`src/rtl/proc_control_pkg.sv`:
```
`default_nettype none
// ============================================================================
// Module      : proc_control_pkg
// Description : Shared opcode constants, step encoding and default data width
//               for the proc_control datapath controller.
// Revision    : 1.0 - initial release
// ============================================================================
package proc_control_pkg;

  localparam int DW_DEFAULT = 16;

  localparam logic [2:0] OP_MV  = 3'b000;
  localparam logic [2:0] OP_MVI = 3'b001;
  localparam logic [2:0] OP_ADD = 3'b010;
  localparam logic [2:0] OP_SUB = 3'b011;

  typedef enum logic [1:0] {
    T0 = 2'd0,
    T1 = 2'd1,
    T2 = 2'd2,
    T3 = 2'd3
  } step_t;

endpackage
`default_nettype wire

```
`src/rtl/proc_control_if.sv`:
```
`default_nettype none
// ============================================================================
// Module      : proc_control_if
// Description : Bus bundle between proc_control and the reg16 register file:
//               start request, external data, flattened register outputs,
//               shared bus, one-hot load enables and done flag.
// Revision    : 1.0 - initial release
// ============================================================================
interface proc_control_if
  import proc_control_pkg::*;
#(
  parameter int DW   = DW_DEFAULT,
  parameter int NREG = 8
);

  logic               run;
  logic [DW-1:0]      din;
  logic [NREG*DW-1:0] r_all;
  logic [DW-1:0]      buswires;
  logic [NREG-1:0]    rin;
  logic               done;

  // Environment side: issues instructions and presents register contents.
  modport master (
    output run, din, r_all,
    input  buswires, rin, done
  );

  // Controller side.
  modport slave (
    input  run, din, r_all,
    output buswires, rin, done
  );

endinterface
`default_nettype wire

```
`src/rtl/proc_control_addsub.sv`:
```
`default_nettype none
// ============================================================================
// Module      : proc_control_addsub
// Description : Combinational modulo-2^DW adder/subtractor; carry and borrow
//               are discarded.
// Revision    : 1.0 - initial release
// ============================================================================
module proc_control_addsub
  import proc_control_pkg::*;
#(
  parameter int DW = DW_DEFAULT
) (
  input  wire logic [DW-1:0] a,
  input  wire logic [DW-1:0] b,
  input  wire logic          sub,
  output logic      [DW-1:0] sum
);

  // Sub selects a - b, otherwise a + b; result truncated to DW bits.
  always_comb begin
    sum = sub ? (a - b) : (a + b);
  end

endmodule
`default_nettype wire

```
`src/rtl/proc_control.sv`:
```
`default_nettype none
// ============================================================================
// Module      : proc_control
// Description : Instruction fetch, T0..T3 step sequencer, accumulator A,
//               result register G and bus multiplexer driving the reg16 file.
// Revision    : 1.0 - initial release
// ============================================================================
module proc_control
  import proc_control_pkg::*;
#(
  parameter int DW   = DW_DEFAULT,
  parameter int NREG = 8
) (
  input  wire logic   clock,
  input  wire logic   reset,
  proc_control_if.slave bus
);

  step_t         step_d, step_q;
  logic [8:0]    ir_d,   ir_q;
  logic [DW-1:0] a_d,    a_q;
  logic [DW-1:0] g_d,    g_q;

  logic [DW-1:0]   bus_w;
  logic [NREG-1:0] rin_w;
  logic            done_w;

  logic [2:0]      op_w, x_w, y_w;
  logic [DW-1:0]   rx_w, ry_w, sum_w;
  logic [NREG-1:0] rin_x_w;

  // Decode instruction fields and select the two operand registers.
  always_comb begin
    op_w    = ir_q[8:6];
    x_w     = ir_q[5:3];
    y_w     = ir_q[2:0];
    rx_w    = bus.r_all[x_w*DW +: DW];
    ry_w    = bus.r_all[y_w*DW +: DW];
    rin_x_w = NREG'(1) << x_w;
  end

  // G is only loaded in T2, where the bus carries Ry, so Ry feeds the adder
  // directly and keeps the bus mux out of the arithmetic path.
  proc_control_addsub #(.DW(DW)) u_addsub (
    .a   (a_q),
    .b   (ry_w),
    .sub (op_w == OP_SUB),
    .sum (sum_w)
  );

  // Step sequencing, register next-state and bus/enable outputs.
  always_comb begin
    step_d = step_q;
    ir_d   = ir_q;
    a_d    = a_q;
    g_d    = g_q;
    bus_w  = '0;
    rin_w  = '0;
    done_w = 1'b0;
    case (step_q)
      T0: begin
        if (bus.run) begin
          ir_d   = bus.din[8:0];
          step_d = T1;
        end
      end
      T1: begin
        step_d = T0;
        case (op_w)
          OP_MV: begin
            bus_w  = ry_w;
            rin_w  = rin_x_w;
            done_w = 1'b1;
          end
          OP_MVI: begin
            bus_w  = bus.din;
            rin_w  = rin_x_w;
            done_w = 1'b1;
          end
          OP_ADD, OP_SUB: begin
            bus_w  = rx_w;
            a_d    = rx_w;
            step_d = T2;
          end
          default: begin
            done_w = 1'b1;
          end
        endcase
      end
      T2: begin
        bus_w  = ry_w;
        g_d    = sum_w;
        step_d = T3;
      end
      T3: begin
        bus_w  = g_q;
        rin_w  = rin_x_w;
        done_w = 1'b1;
        step_d = T0;
      end
      default: step_d = T0;
    endcase
    // Reset suppresses every write so an aborted instruction leaves no trace.
    if (reset) begin
      bus_w  = '0;
      rin_w  = '0;
      done_w = 1'b0;
    end
  end

  // State, instruction, accumulator and result registers.
  always_ff @(posedge clock) begin
    if (reset) begin
      step_q <= T0;
      ir_q   <= '0;
      a_q    <= '0;
      g_q    <= '0;
    end else begin
      step_q <= step_d;
      ir_q   <= ir_d;
      a_q    <= a_d;
      g_q    <= g_d;
    end
  end

  assign bus.buswires = bus_w;
  assign bus.rin      = rin_w;
  assign bus.done     = done_w;

endmodule
`default_nettype wire

```
`src/flat_wrapper.sv`:
```
// flat-port wrapper written by rule: the top's interface ports become plain ports
module proc_control_flat import proc_control_pkg::*;
#(
  parameter int DW   = DW_DEFAULT,
  parameter int NREG = 8
)
  (clock, reset, bus_run, bus_din, bus_r_all, bus_buswires, bus_rin, bus_done);
  proc_control_if #(.DW(DW), .NREG(NREG)) bus_i ();
  input  wire logic clock;
  input  wire logic reset;
  input wire logic [$bits(bus_i.run)-1:0] bus_run;
  input wire logic [$bits(bus_i.din)-1:0] bus_din;
  input wire logic [$bits(bus_i.r_all)-1:0] bus_r_all;
  output wire logic [$bits(bus_i.buswires)-1:0] bus_buswires;
  output wire logic [$bits(bus_i.rin)-1:0] bus_rin;
  output wire logic [$bits(bus_i.done)-1:0] bus_done;
  assign bus_i.run = bus_run;
  assign bus_i.din = bus_din;
  assign bus_i.r_all = bus_r_all;
  assign bus_buswires = bus_i.buswires;
  assign bus_rin = bus_i.rin;
  assign bus_done = bus_i.done;
  proc_control #(.DW(DW), .NREG(NREG)) u_core (.clock(clock), .reset(reset), .bus(bus_i));
endmodule
```
`config.mk`:
```
export PLATFORM = sky130hd
export DESIGN_NAME = proc_control_flat
export DESIGN_NICKNAME = d
export VERILOG_FILES = /design/src/rtl/proc_control_pkg.sv /design/src/rtl/proc_control_if.sv /design/src/rtl/proc_control_addsub.sv /design/src/rtl/proc_control.sv /design/src/flat_wrapper.sv
export SDC_FILE = /design/constraint.sdc
export NUM_CORES = 1
export LEC_CHECK = 0
export ABC_AREA = 1
export CAP_MARGIN = 20
export CORE_ASPECT_RATIO = 2
export CORE_MARGIN = 5
export CORE_UTILIZATION = 30
export DETAILED_ROUTE_END_ITERATION = 8
export PLACE_DENSITY_LB_ADDON = 0.08
export SLEW_MARGIN = 10
export SYNTH_ARGS = -nofsm -noshare
export SYNTH_HDL_FRONTEND = slang
export SYNTH_HIERARCHICAL = 1
export SYNTH_SLANG_ARGS = --single-unit
export TNS_END_PERCENT = 10
```
`constraint.sdc`:
```
create_clock -name clock -period 2.9 [get_ports clock]
set_clock_uncertainty 0.1 [all_clocks]
set_input_delay 0.58 -clock clock [delete_from_list [all_inputs] [get_ports clock]]
set_output_delay 0.58 -clock clock [all_outputs]
set_load 0.02 [all_outputs]
```
==> flow_summary.ini <==
[placement]
dp_hpwl_mm = 25.03
placed_cells = 1722
dp_worst_setup_slack_ns = -0.9863
gp_congestion = 0.9691
portBuffers = 171

[setup_path]
slowest_stage = clkdlybuf4s50_1
path_cells = clkdlybuf4s50_1, o21ai_1, nand3_2, and2_4, nor2_4, nand2_2, nor2_4, a31oi_2, xor2_1, ha_1, nand2_1, nand2_2, a21oi_4, nor2_1, nor2_1, nand2_1, nand2_1, nand2_1, nor2_1, nor2_1
cpPeakStageDelay_ns = 0.43
crit_start = bus_r_all[68]
worstRegToRegCells = 21
required_ns = 2.99
critPathCaptureType = register
reg2reg_slack_ns = -0.47
reg2reg_to = u_core/g_q[13]
startpoint_type = primary input
r2r_start = u_core/ir_q[0]
worstSetupPathType = primary input to register
cp_data_arrival_time_ns = 3.46
worst-path-max-fanout = 4

[clock_tree]
numCtsBuffers = 5
clkSlewWorstSetupHoldPaths_ns = 0.07
htree_levels = 2
clkLatencyLatePin_ns = 0.30
cts_sinks = 43
cts_buffer_depth = 2
cts_tree = done
root_buffer = clkbuf_16

[final_layout]
final_net_count = 1665
fin_util = 0.5148
syn_to_final_growth_pct = 68.39
fill_cells = 2161
layout-drive-gt1-share = 0.2477
finalNonFillerCells = 1766

[logic_synthesis]
async_flop_share = 0
yosys-top-cells-count = nand2_1 (307), inv_1 (158), nand3_1 (157), nor2_1 (143), a21oi_1 (107)
synth_edf_count = 0
yosysUniqueCellTypes = 37
synthFlopType = dfxtp_1
synth.top_cell.area_share = 0.1893
synth.most_common_cell = nand2_1
synthCells = 1165
syn_nets = 1329
synth_area_mm2 = 0.006087
synth_area_leaders = nand2_1 (19%), dfxtp_1 (14%), nand3_1 (13%), inv_1 (9.7%), nor2_1 (8.8%)
yosys.area.top_type = nand2_1
ys_ff_latch = 43
yosysWarningCount = 6
synth-seq-area-share = 0.1414
avgSynthCellArea_um2 = 5.225

[grt]
grt-ovfl-total = 0
met3_usage = 0.01802
grt_pass1_vias = 8808
grt_pass1_wl_mm = 46.34
grt_max_degree = 30
antenna_found_initial = 2
use_met2 = 0.4945
busiest_layer = met2
grt_util_all_layers = 0.2505
grtUsageMet1 = 0.2605

[route]
dr_total_vias = 8774
vias_per_cell = 4.968
detail-route-antenna-nets = 0
drtPass1Iterations = 5
drt-wirelength-per-cell_um = 17.25
first_iter_violations = 457
wl_mm = 30.47
remaining_drc_errors = 0

[power_and_ir_drop]
powerDensity_mw_per_mm2 = 365.7
p_leak_uw = 0.005048
vdd.ir_drop.worst_uv = 249.0

[timing]
fin_ws_ns = -0.4740
hold_viol = 0
rsz0062_at_grt = true
period_share = 1.163
worst_pin_slew_ns = 0.5352
hold_ws_ns = 0.3695
maxSlewViolCount = 0
setup_violations = 16
finalSetupTns_ns = -4.649
period_needed_ns = 3.374
max_freq_mhz = 296.4
slew-limit-headroom = 0.6423

[status]
violations = setup timing
status = finished with violations

[min_path]
hp-class = register to register
whs_path_depth = 2
hold_start = u_core/a_q[0]
holdPathEnd = u_core/a_q[0]

[die]
dieArea_mm2 = 0.02341
die_x_um = 110.7
die-height_um = 211.4
start_util = 0.3057
io_pins = 172
rows = 73
core_mm2 = 0.01991

[run]
maxCapViolCount = 0
-- routing by layer --
metal  wire [um]  vias up
met5           0        -
met2       16660      303
li1            -     4389
met1       10940     3995
met3        1249       87
met4        1619        0
-- area by class of cell --
| type | instances | area (um2) | area share |
|---|---|---|---|
| Sequential cell | 43 | 869.6 | 0.08484 |
| Clock inverter | 3 | 43.79 | 0.004272 |
| Antenna cell | 2 | 5.005 | 0.0004883 |
| Inverter | 166 | 638.1 | 0.06226 |
| Multi-Input combinational cell | 897 | 4761 | 0.4645 |
| Clock buffer | 5 | 125.1 | 0.01221 |
| Tap cell | 262 | 327.8 | 0.03198 |
| Timing Repair Buffer | 388 | 3480 | 0.3395 |
-- flip-flops by register name, summed over array words and instances, names as in the netlist, named ones only --
name,cells
u_core/g_q,16
u_core/step_q,1
u_core/ir_q,9
u_core/a_q,16
-- how the worst max path moves through the flow --
stage	to	slack, ns	depth (start not counted)
2_1_floorplan	u_core/g_q[13]	-0.05	23
3_3_place_gp	u_core/g_q[15]	-0.99	27
3_5_place_dp	u_core/g_q[15]	-0.99	27
4_1_cts	u_core/g_q[13]	-0.43	24
5_1_grt	u_core/g_q[13]	-0.69	21
6_report	u_core/g_q[13]	-0.47	20
-- cells by family after synthesis --
group | after synthesis | synth area share
and+or+nand+nor | 656 | 0.4608
buffers and inverters | 225 | 0.1527
AOI/OAI and AO/OA | 207 | 0.1844
DFF | 43 | 0.1414
xor gates and xnor gates | 17 | 0.02446
adders and majority gates | 17 | 0.03618
-- cell usage in the layout, fill, tap and decap left out, drive strengths merged, types with 14 or more instances in the layout --
cell type	synthesis	routed
dlygate4sd2	0	23
and2	15	15
nand3	157	157
o211ai	22	22
o21ai	73	73
a21oi	108	108
clkdlybuf4s50	0	124
buf	39	225
nor2	150	150
nand2	316	316
ha	16	16
xor2	14	14
inv	164	163
dfxtp	43	43
-- timing repair --
| item | in CTS | in global routing |
|---|---|---|
| hold buffers | 0 | 0 |
| buffers inserted | 26 | 10 |
| endpoints found under the setup margin | 31 | 29 |
| gates resized for setup | 154 | 79 |
| pin swaps | 63 | 48 |
-- critical path, delay by kind of cell --
family                   cells  cell delay [ns]
AND/OR/NAND/NOR             14             1.43
buffers and inverters        1             0.43
adder cells (fa/ha/maj)      1             0.39
XOR/XNOR                     1             0.15
AO/OA/AOI/OAI                3             0.48
-- through the flow --
step	power [uW]	cell area, um2
CTS	3643	10010
global placement	2764	9375
finish	3748	10250
global route	3972	10250
detailed placement	2764	9375
floorplan	1700	6193
-- where the power goes --
group | internal, uW | switching (uW)
Sequential | 617 | 28.4
Combinational | 1160 | 1270
Clock | 407 | 270
Note: power is estimated with default switching activity, not from simulation.
